**src/rtl/shake_rej_pkg.sv**
```systemverilog
// Shared types and constants for the SHAKE rejection sampler.
// Holds the FSM state enum, lane constants and parameter defaults.
package shake_rej_pkg;

   typedef enum logic [1:0] {
      IDLE,
      LOAD,
      SCAN,
      FIN
   } state_t;

   localparam int LANE_W = 2;
   localparam logic [LANE_W-1:0] LANE_FIRST = 2'd0;
   localparam logic [LANE_W-1:0] LANE_LAST = 2'd3;

   localparam int DEF_Q = 251;
   localparam int DEF_CNT_W = 16;

endpackage

```
**src/rtl/shake_byte_unpacker.sv**
```systemverilog
// Holds one squeeze word and walks its bytes, lane 0 = bits [7:0].
// Ports: clk, rst (async active-low), load/din capture a word and rewind
// to lane 0, advance steps one lane, cur_byte/last expose the current lane.
module shake_byte_unpacker
   import shake_rej_pkg::*;
(
   input  logic        clk,
   input  logic        rst,
   input  logic        load,
   input  logic        advance,
   input  logic [31:0] din,
   output logic [7:0]  cur_byte,
   output logic        last
);

   logic [31:0]       word_r;
   logic [LANE_W-1:0] lane;

   always_ff @(posedge clk or negedge rst) begin
      if (!rst) begin
         word_r <= '0;
         lane   <= LANE_FIRST;
      end else if (load) begin
         word_r <= din;
         lane   <= LANE_FIRST;
      end else if (advance) begin
         lane   <= lane + 1'b1;
      end
   end

   assign cur_byte = word_r[{lane, 3'b000} +: 8];
   assign last     = (lane == LANE_LAST);

endmodule

```
**src/rtl/shake_rej_sampler.sv**
```systemverilog
// Rejection sampler on the SHAKE squeeze stream: unpacks 32-bit words
// into bytes, keeps those below Q and emits exactly req_count of them.
// Ports: clk, rst (async active-low), start/req_count/busy control,
// din/din_valid/din_ready from the core, force_done to the core,
// elem/elem_valid/elem_ready to the consumer, done pulse at the end.
// Build option SHAKE_REJ_STATS_EN adds reject_cnt (saturating count of
// rejected bytes in the current request).
module shake_rej_sampler
   import shake_rej_pkg::*;
#(
   parameter int Q     = DEF_Q,
   parameter int CNT_W = DEF_CNT_W
) (
   input  logic             clk,
   input  logic             rst,
   input  logic             start,
   input  logic [CNT_W-1:0] req_count,
   output logic             busy,
   input  logic [31:0]      din,
   input  logic             din_valid,
   output logic             din_ready,
   output logic             force_done,
   output logic [7:0]       elem,
   output logic             elem_valid,
   input  logic             elem_ready,
   output logic             done
`ifdef SHAKE_REJ_STATS_EN
   ,
   output logic [CNT_W-1:0] reject_cnt
`endif
);

   // 9-bit threshold so Q=256 accepts every byte.
   localparam logic [8:0] Q9 = 9'(Q);

   state_t           state;
   state_t           state_n;
   logic [CNT_W-1:0] remain;
   logic [7:0]       cur_byte;
   logic             last;
   logic             load;
   logic             advance;
   logic             accept;

   shake_byte_unpacker u_unpack (
      .clk      (clk),
      .rst      (rst),
      .load     (load),
      .advance  (advance),
      .din      (din),
      .cur_byte (cur_byte),
      .last     (last)
   );

   assign accept = ({1'b0, cur_byte} < Q9);
   assign busy   = (state != IDLE);

   always_ff @(posedge clk or negedge rst) begin
      if (!rst) begin
         state  <= IDLE;
         remain <= '0;
      end else begin
         state <= state_n;
         if (state == IDLE && start) begin
            remain <= req_count;
         end else if (state == SCAN && accept && elem_ready
                      && remain != '0) begin
            remain <= remain - 1'b1;
         end
      end
   end

   always_comb begin
      state_n    = state;
      din_ready  = 1'b0;
      load       = 1'b0;
      advance    = 1'b0;
      elem_valid = 1'b0;
      elem       = 8'h00;
      force_done = 1'b0;
      done       = 1'b0;
      unique case (state)
         IDLE: begin
            if (start) begin
               state_n = (req_count == '0) ? FIN : LOAD;
            end
         end
         LOAD: begin
            din_ready = 1'b1;
            if (din_valid) begin
               load    = 1'b1;
               state_n = SCAN;
            end
         end
         SCAN: begin
            if (accept) begin
               // Lane holds until the transfer, so elem stays stable.
               elem_valid = 1'b1;
               elem       = cur_byte;
               if (elem_ready) begin
                  if (remain <= 1) begin
                     state_n = FIN;
                  end else if (last) begin
                     state_n = LOAD;
                  end else begin
                     advance = 1'b1;
                  end
               end
            end else if (last) begin
               state_n = LOAD;
            end else begin
               advance = 1'b1;
            end
         end
         FIN: begin
            force_done = 1'b1;
            done       = 1'b1;
            state_n    = IDLE;
         end
         default: state_n = IDLE;
      endcase
   end

`ifdef SHAKE_REJ_STATS_EN
   logic rej;
   assign rej = (state == SCAN) && !accept;

   always_ff @(posedge clk or negedge rst) begin
      if (!rst) begin
         reject_cnt <= '0;
      end else if (state == IDLE && start) begin
         reject_cnt <= '0;
      end else if (rej && reject_cnt != '1) begin
         reject_cnt <= reject_cnt + 1'b1;
      end
   end
`endif

endmodule

```
**config.mk**
```make
export PLATFORM = sky130hd
export DESIGN_NAME = shake_rej_sampler
export DESIGN_NICKNAME = d
export VERILOG_FILES = /design/src/rtl/shake_rej_pkg.sv /design/src/rtl/shake_byte_unpacker.sv /design/src/rtl/shake_rej_sampler.sv
export SDC_FILE = /design/constraint.sdc
export NUM_CORES = 1
export LEC_CHECK = 0
export CAP_MARGIN = 20
export CORE_MARGIN = 2
export CORE_UTILIZATION = 50
export CTS_BUF_LIST = sky130_fd_sc_hd__clkbuf_8 sky130_fd_sc_hd__clkbuf_16
export CTS_CLUSTER_SIZE = 30
export DETAILED_ROUTE_END_ITERATION = 7
export HOLD_SLACK_MARGIN = 0.03
export PLACE_DENSITY = 0.82
export SLEW_MARGIN = 20
export SYNTH_ARGS = -nofsm -noshare
export SYNTH_HDL_FRONTEND = slang
export SYNTH_SLANG_ARGS = --single-unit
export TNS_END_PERCENT = 1
```
**constraint.sdc**
```tcl
create_clock -name clk -period 2.6 [get_ports clk]
set_clock_uncertainty 0.1 [all_clocks]
set_input_delay 0.26 -clock clk [delete_from_list [all_inputs] [get_ports clk]]
set_output_delay 0.26 -clock clk [all_outputs]
set_load 0.005 [all_outputs]
```
==> impl_metrics.ini <==
[power_and_ir_drop]
sequentialPowerShare_pct = 40.1
pwr-share-comb_pct = 47.9
power_density_mw_per_mm2 = 1030
cellInternalPower_mw = 2.47
share_clk_of_total_power_pct = 12.0
ir_drop_uv = 624
p_total_mw = 3.89
cell_leakage_power_nw = 1.51
sw_frac_of_total_pct = 36.6
power.switching_mw = 1.42

[timing]
rsz0062_at_grt = true
timing.max_slew.rel_slack_pct = 59.2
finalCriticalPeriod_ns = 2.58
final_number_of_hold_violating_endpoints = 0
worst_slew_pin_tran_ns = 0.612
fin_tns_setup_ns = 0
finalMaxSlewViolations = 0
tightest_hold_margin_ns = 0.386
final-setup-viol-count = 0
final_critical_path_setup_slack_ns = 0.0191
timing.fmax_ghz = 0.387
period_share_pct = 99.3

[cells_and_area]
diodes = 0
area_growth_pct = 31.7
final_layout_size_suffix_gt1_share_pct = 27.0
finish.net_count = 389
final-instance-count-excl-fill = 405

[place]
worst_setup_slack_before_clock_tree_synthesis_ns = -0.0753
total_half_perimeter_wirelength_after_legalization_and_detailed_placement_um = 4970
port_buffers = 65
dpl.cell_count = 385
place.gp.congestion = 0.814

[global_route]
grt_pass1_vias = 2305
grt_pass1_wl_um = 11200
global_route.usage.total_pct = 23.0
overflow = 0
grt_max_degree = 35
grt_antenna_before_repair = 0

[synthesis]
synthesis.yosys.warnings = 0
mappedNetlistArea_sq_mm = 0.00287
async_reset_ff_share_pct = 100
ys_seq_area_share_pct = 45.4
mappedNetlistNets = 311
synthFlopType = sky130_fd_sc_hd__dfrtp_1
postSynthCellCount = 254
postSynthAreaPerCell_sq_um = 11.3
synth_edf_count = 0
netlist-cell-type-count = 42
synth.ff_latch_count = 52

[floorplan]
die-area_sq_mm = 0.00636
initial_core_utilization_pct = 52.1
dieWidth_um = 79.7
placementRows = 27
boundary_pins = 66
core_area_sq_mm = 0.00551
die_height_um = 79.7

[cts]
clock_latency_ns = 0.31
clk_pin_slew_worst_paths_ns = 0.10
numClockSinks = 52
cts_tree = built
deepest_clock_path_buffer_count = 2
ctsHtreeMaxLevel = 2
cts-root-buf = sky130_fd_sc_hd__clkbuf_8
cts_made_buffers = 5

[drt]
drt_first_pass_iters = 4
detailroute.via_count = 2367
vias_per_cell = 5.84
drcViolationCount = 0
drc_violation_total_after_the_first_tritonroute_iteration = 174
final_antenna_net_count = 0
post_detailed_route_wirelength_per_cell_um = 16.7
drt-total-wl_um = 6780

[worst_setup_path]
cell_chain_critical_path = buf_6 -> mux4_2 -> a21oi_4 -> o311ai_4 -> inv_2 -> and2_1 -> dlygate4sd2_1
critical_path_class = reg2out
critical_path.startpoint_type = flip-flop
cp.arrival_ns = 2.22
path_max_fanout = 5
crit_path_max_incr_delay_ns = 0.54
critical_path_required_ns = 2.24
cpMaxStageDelayCell = sky130_fd_sc_hd__mux4_2
cp-end-kind = primary output

[job]
maxCapViolations = 0

[run_status]
outcome = finished clean

[worst_hold_path]
min-delay-path-class = in2async
-- Yosys cell counts, types with 2 or more instances --
library cell | n | share of area (%)
sky130_fd_sc_hd__o311ai_0 | 2 | 0.61
sky130_fd_sc_hd__nand4_1 | 2 | 0.44
sky130_fd_sc_hd__dfrtp_1 | 52 | 45
sky130_fd_sc_hd__nand2_1 | 11 | 1.4
sky130_fd_sc_hd__nor2_1 | 20 | 2.6
sky130_fd_sc_hd__ha_1 | 4 | 1.7
sky130_fd_sc_hd__or4_1 | 12 | 3.1
sky130_fd_sc_hd__inv_1 | 9 | 1.2
sky130_fd_sc_hd__mux4_2 | 4 | 3.1
sky130_fd_sc_hd__buf_2 | 4 | 0.70
sky130_fd_sc_hd__or3_1 | 12 | 2.6
sky130_fd_sc_hd__nor4_1 | 3 | 0.65
sky130_fd_sc_hd__nor4b_1 | 2 | 0.61
sky130_fd_sc_hd__o31ai_1 | 9 | 2.4
sky130_fd_sc_hd__a31o_2 | 3 | 0.92
sky130_fd_sc_hd__nand3_1 | 5 | 0.87
sky130_fd_sc_hd__buf_6 | 2 | 0.79
sky130_fd_sc_hd__clkbuf_1 | 7 | 0.92
sky130_fd_sc_hd__a21oi_1 | 2 | 0.35
sky130_fd_sc_hd__and2_1 | 10 | 2.2
sky130_fd_sc_hd__a31oi_1 | 14 | 3.1
sky130_fd_sc_hd__mux2i_1 | 2 | 0.70
sky130_fd_sc_hd__mux2_2 | 32 | 13
sky130_fd_sc_hd__o21a_1 | 2 | 0.52
sky130_fd_sc_hd__mux4_1 | 4 | 3.7
sky130_fd_sc_hd__nor3_1 | 7 | 1.2
sky130_fd_sc_hd__o21ai_0 | 3 | 0.52
-- layer usage --
metal,up-vias,track usage [%],part of all wire [%]
li1,1121,-,-
met1,1151,30.1,43
met2,84,38.3,49
met3,11,6.00,6.5
met4,0,5.59,1.5
met5,-,0,0
-- power groups by stage --
stage	sequential [mW]	clock [mW]	combinational, mW
after global placement	1.53	0	1.59
final	1.56	0.467	1.86
after detailed placement	1.55	0	1.64
after CTS	1.55	0.472	1.77
after floorplan	1.41	0	1.23
after global routing	1.62	0.524	2.04
-- metrics by stage --
step           instance area [sq um]  util (%)
3_3_place_gp                    3600      65.4
3_5_place_dp                    3600      65.4
5_1_grt                         3780      68.6
2_1_floorplan                   2870         -
4_1_cts                         3750      68.1
6_report                        3780      68.6
-- cell families (layout without fill, tap and decap cells) --
group                    Yosys count  in the layout  share of synthesized area [%]
AND/OR/NAND/NOR                   88             88                           16.9
flip-flops                        52             52                           45.4
AO/OA/AOI/OAI                     45             45                           12.1
multiplexers                      42             42                           20.1
buffers and inverters             23            102                           3.84
adder cells (fa/ha/maj)            4              4                           1.75
-- repair_timing --
| action | 4_1_cts | 5_1_grt |
|---|---|---|
| setup endpoints to repair | 9 | 18 |
| hold buffers | 1 | 0 |
| gates cloned | 1 | 0 |
| pin swaps | 2 | 5 |
| setup buffers | 6 | 4 |
| gates resized for setup | 24 | 18 |
| endpoints found under the hold margin | 24 | 0 |
-- flip-flops by register name (all words and copies together), names as in the netlist --
register         count
remain              16
state                2
u_unpack.lane        2
u_unpack.word_r     32
-- worst max-delay path, delay by kind of cell, from the launching register on --
kind	cells	cell delay, ns
compound gates	2	0.33
buf+inv	3	0.49
flops	1	0.39
mux	1	0.54
simple gates	1	0.16
-- final timing paths --
check	end	slack (ns)	depth (start not counted)	from
worst min-delay path	remain[4]	0.39	2	rst
min in group clk	u_unpack.word_r[20]	0.41	1	u_unpack.word_r[20]
worst min register to register	u_unpack.word_r[20]	0.41	1	u_unpack.word_r[20]
worst max register to register	remain[14]	0.07	11	u_unpack.lane[0]
worst max-delay path	elem[7]	0.02	7	u_unpack.lane[0]
max in group asynchronous	u_unpack.word_r[30]	1.46	3	rst
-- cell type report --
type                    count  area (sq um)
fillers                   405          1730
multi-input cells         179          1470
flip-flops and latches     52          1300
repair buffers             84           781
well taps                  72          90.1
clock buffers               5          68.8
inverters                   9          33.8
clock inverters             3          20.0
repair inverters            1          7.51
-- layout by cell type, fill, tap and decap left out, types with 3 or more instances in the layout --
master	n
sky130_fd_sc_hd__nand2_1	10
sky130_fd_sc_hd__or3_1	12
sky130_fd_sc_hd__or4_1	12
sky130_fd_sc_hd__clkbuf_8	5
sky130_fd_sc_hd__buf_6	3
sky130_fd_sc_hd__a31oi_1	14
sky130_fd_sc_hd__mux2_2	32
sky130_fd_sc_hd__clkbuf_2	6
sky130_fd_sc_hd__dfrtp_1	52
sky130_fd_sc_hd__clkdlybuf4s50_1	55
sky130_fd_sc_hd__o31ai_1	9
sky130_fd_sc_hd__nor3_1	7
sky130_fd_sc_hd__and2_4	3
sky130_fd_sc_hd__buf_4	15
sky130_fd_sc_hd__nor2_1	20
sky130_fd_sc_hd__nand3_1	4
sky130_fd_sc_hd__and2_1	7
sky130_fd_sc_hd__a31o_2	3
sky130_fd_sc_hd__mux4_2	8
sky130_fd_sc_hd__ha_1	4
sky130_fd_sc_hd__nor4_1	3
sky130_fd_sc_hd__inv_1	9
Power figures use the tool's default switching activity.
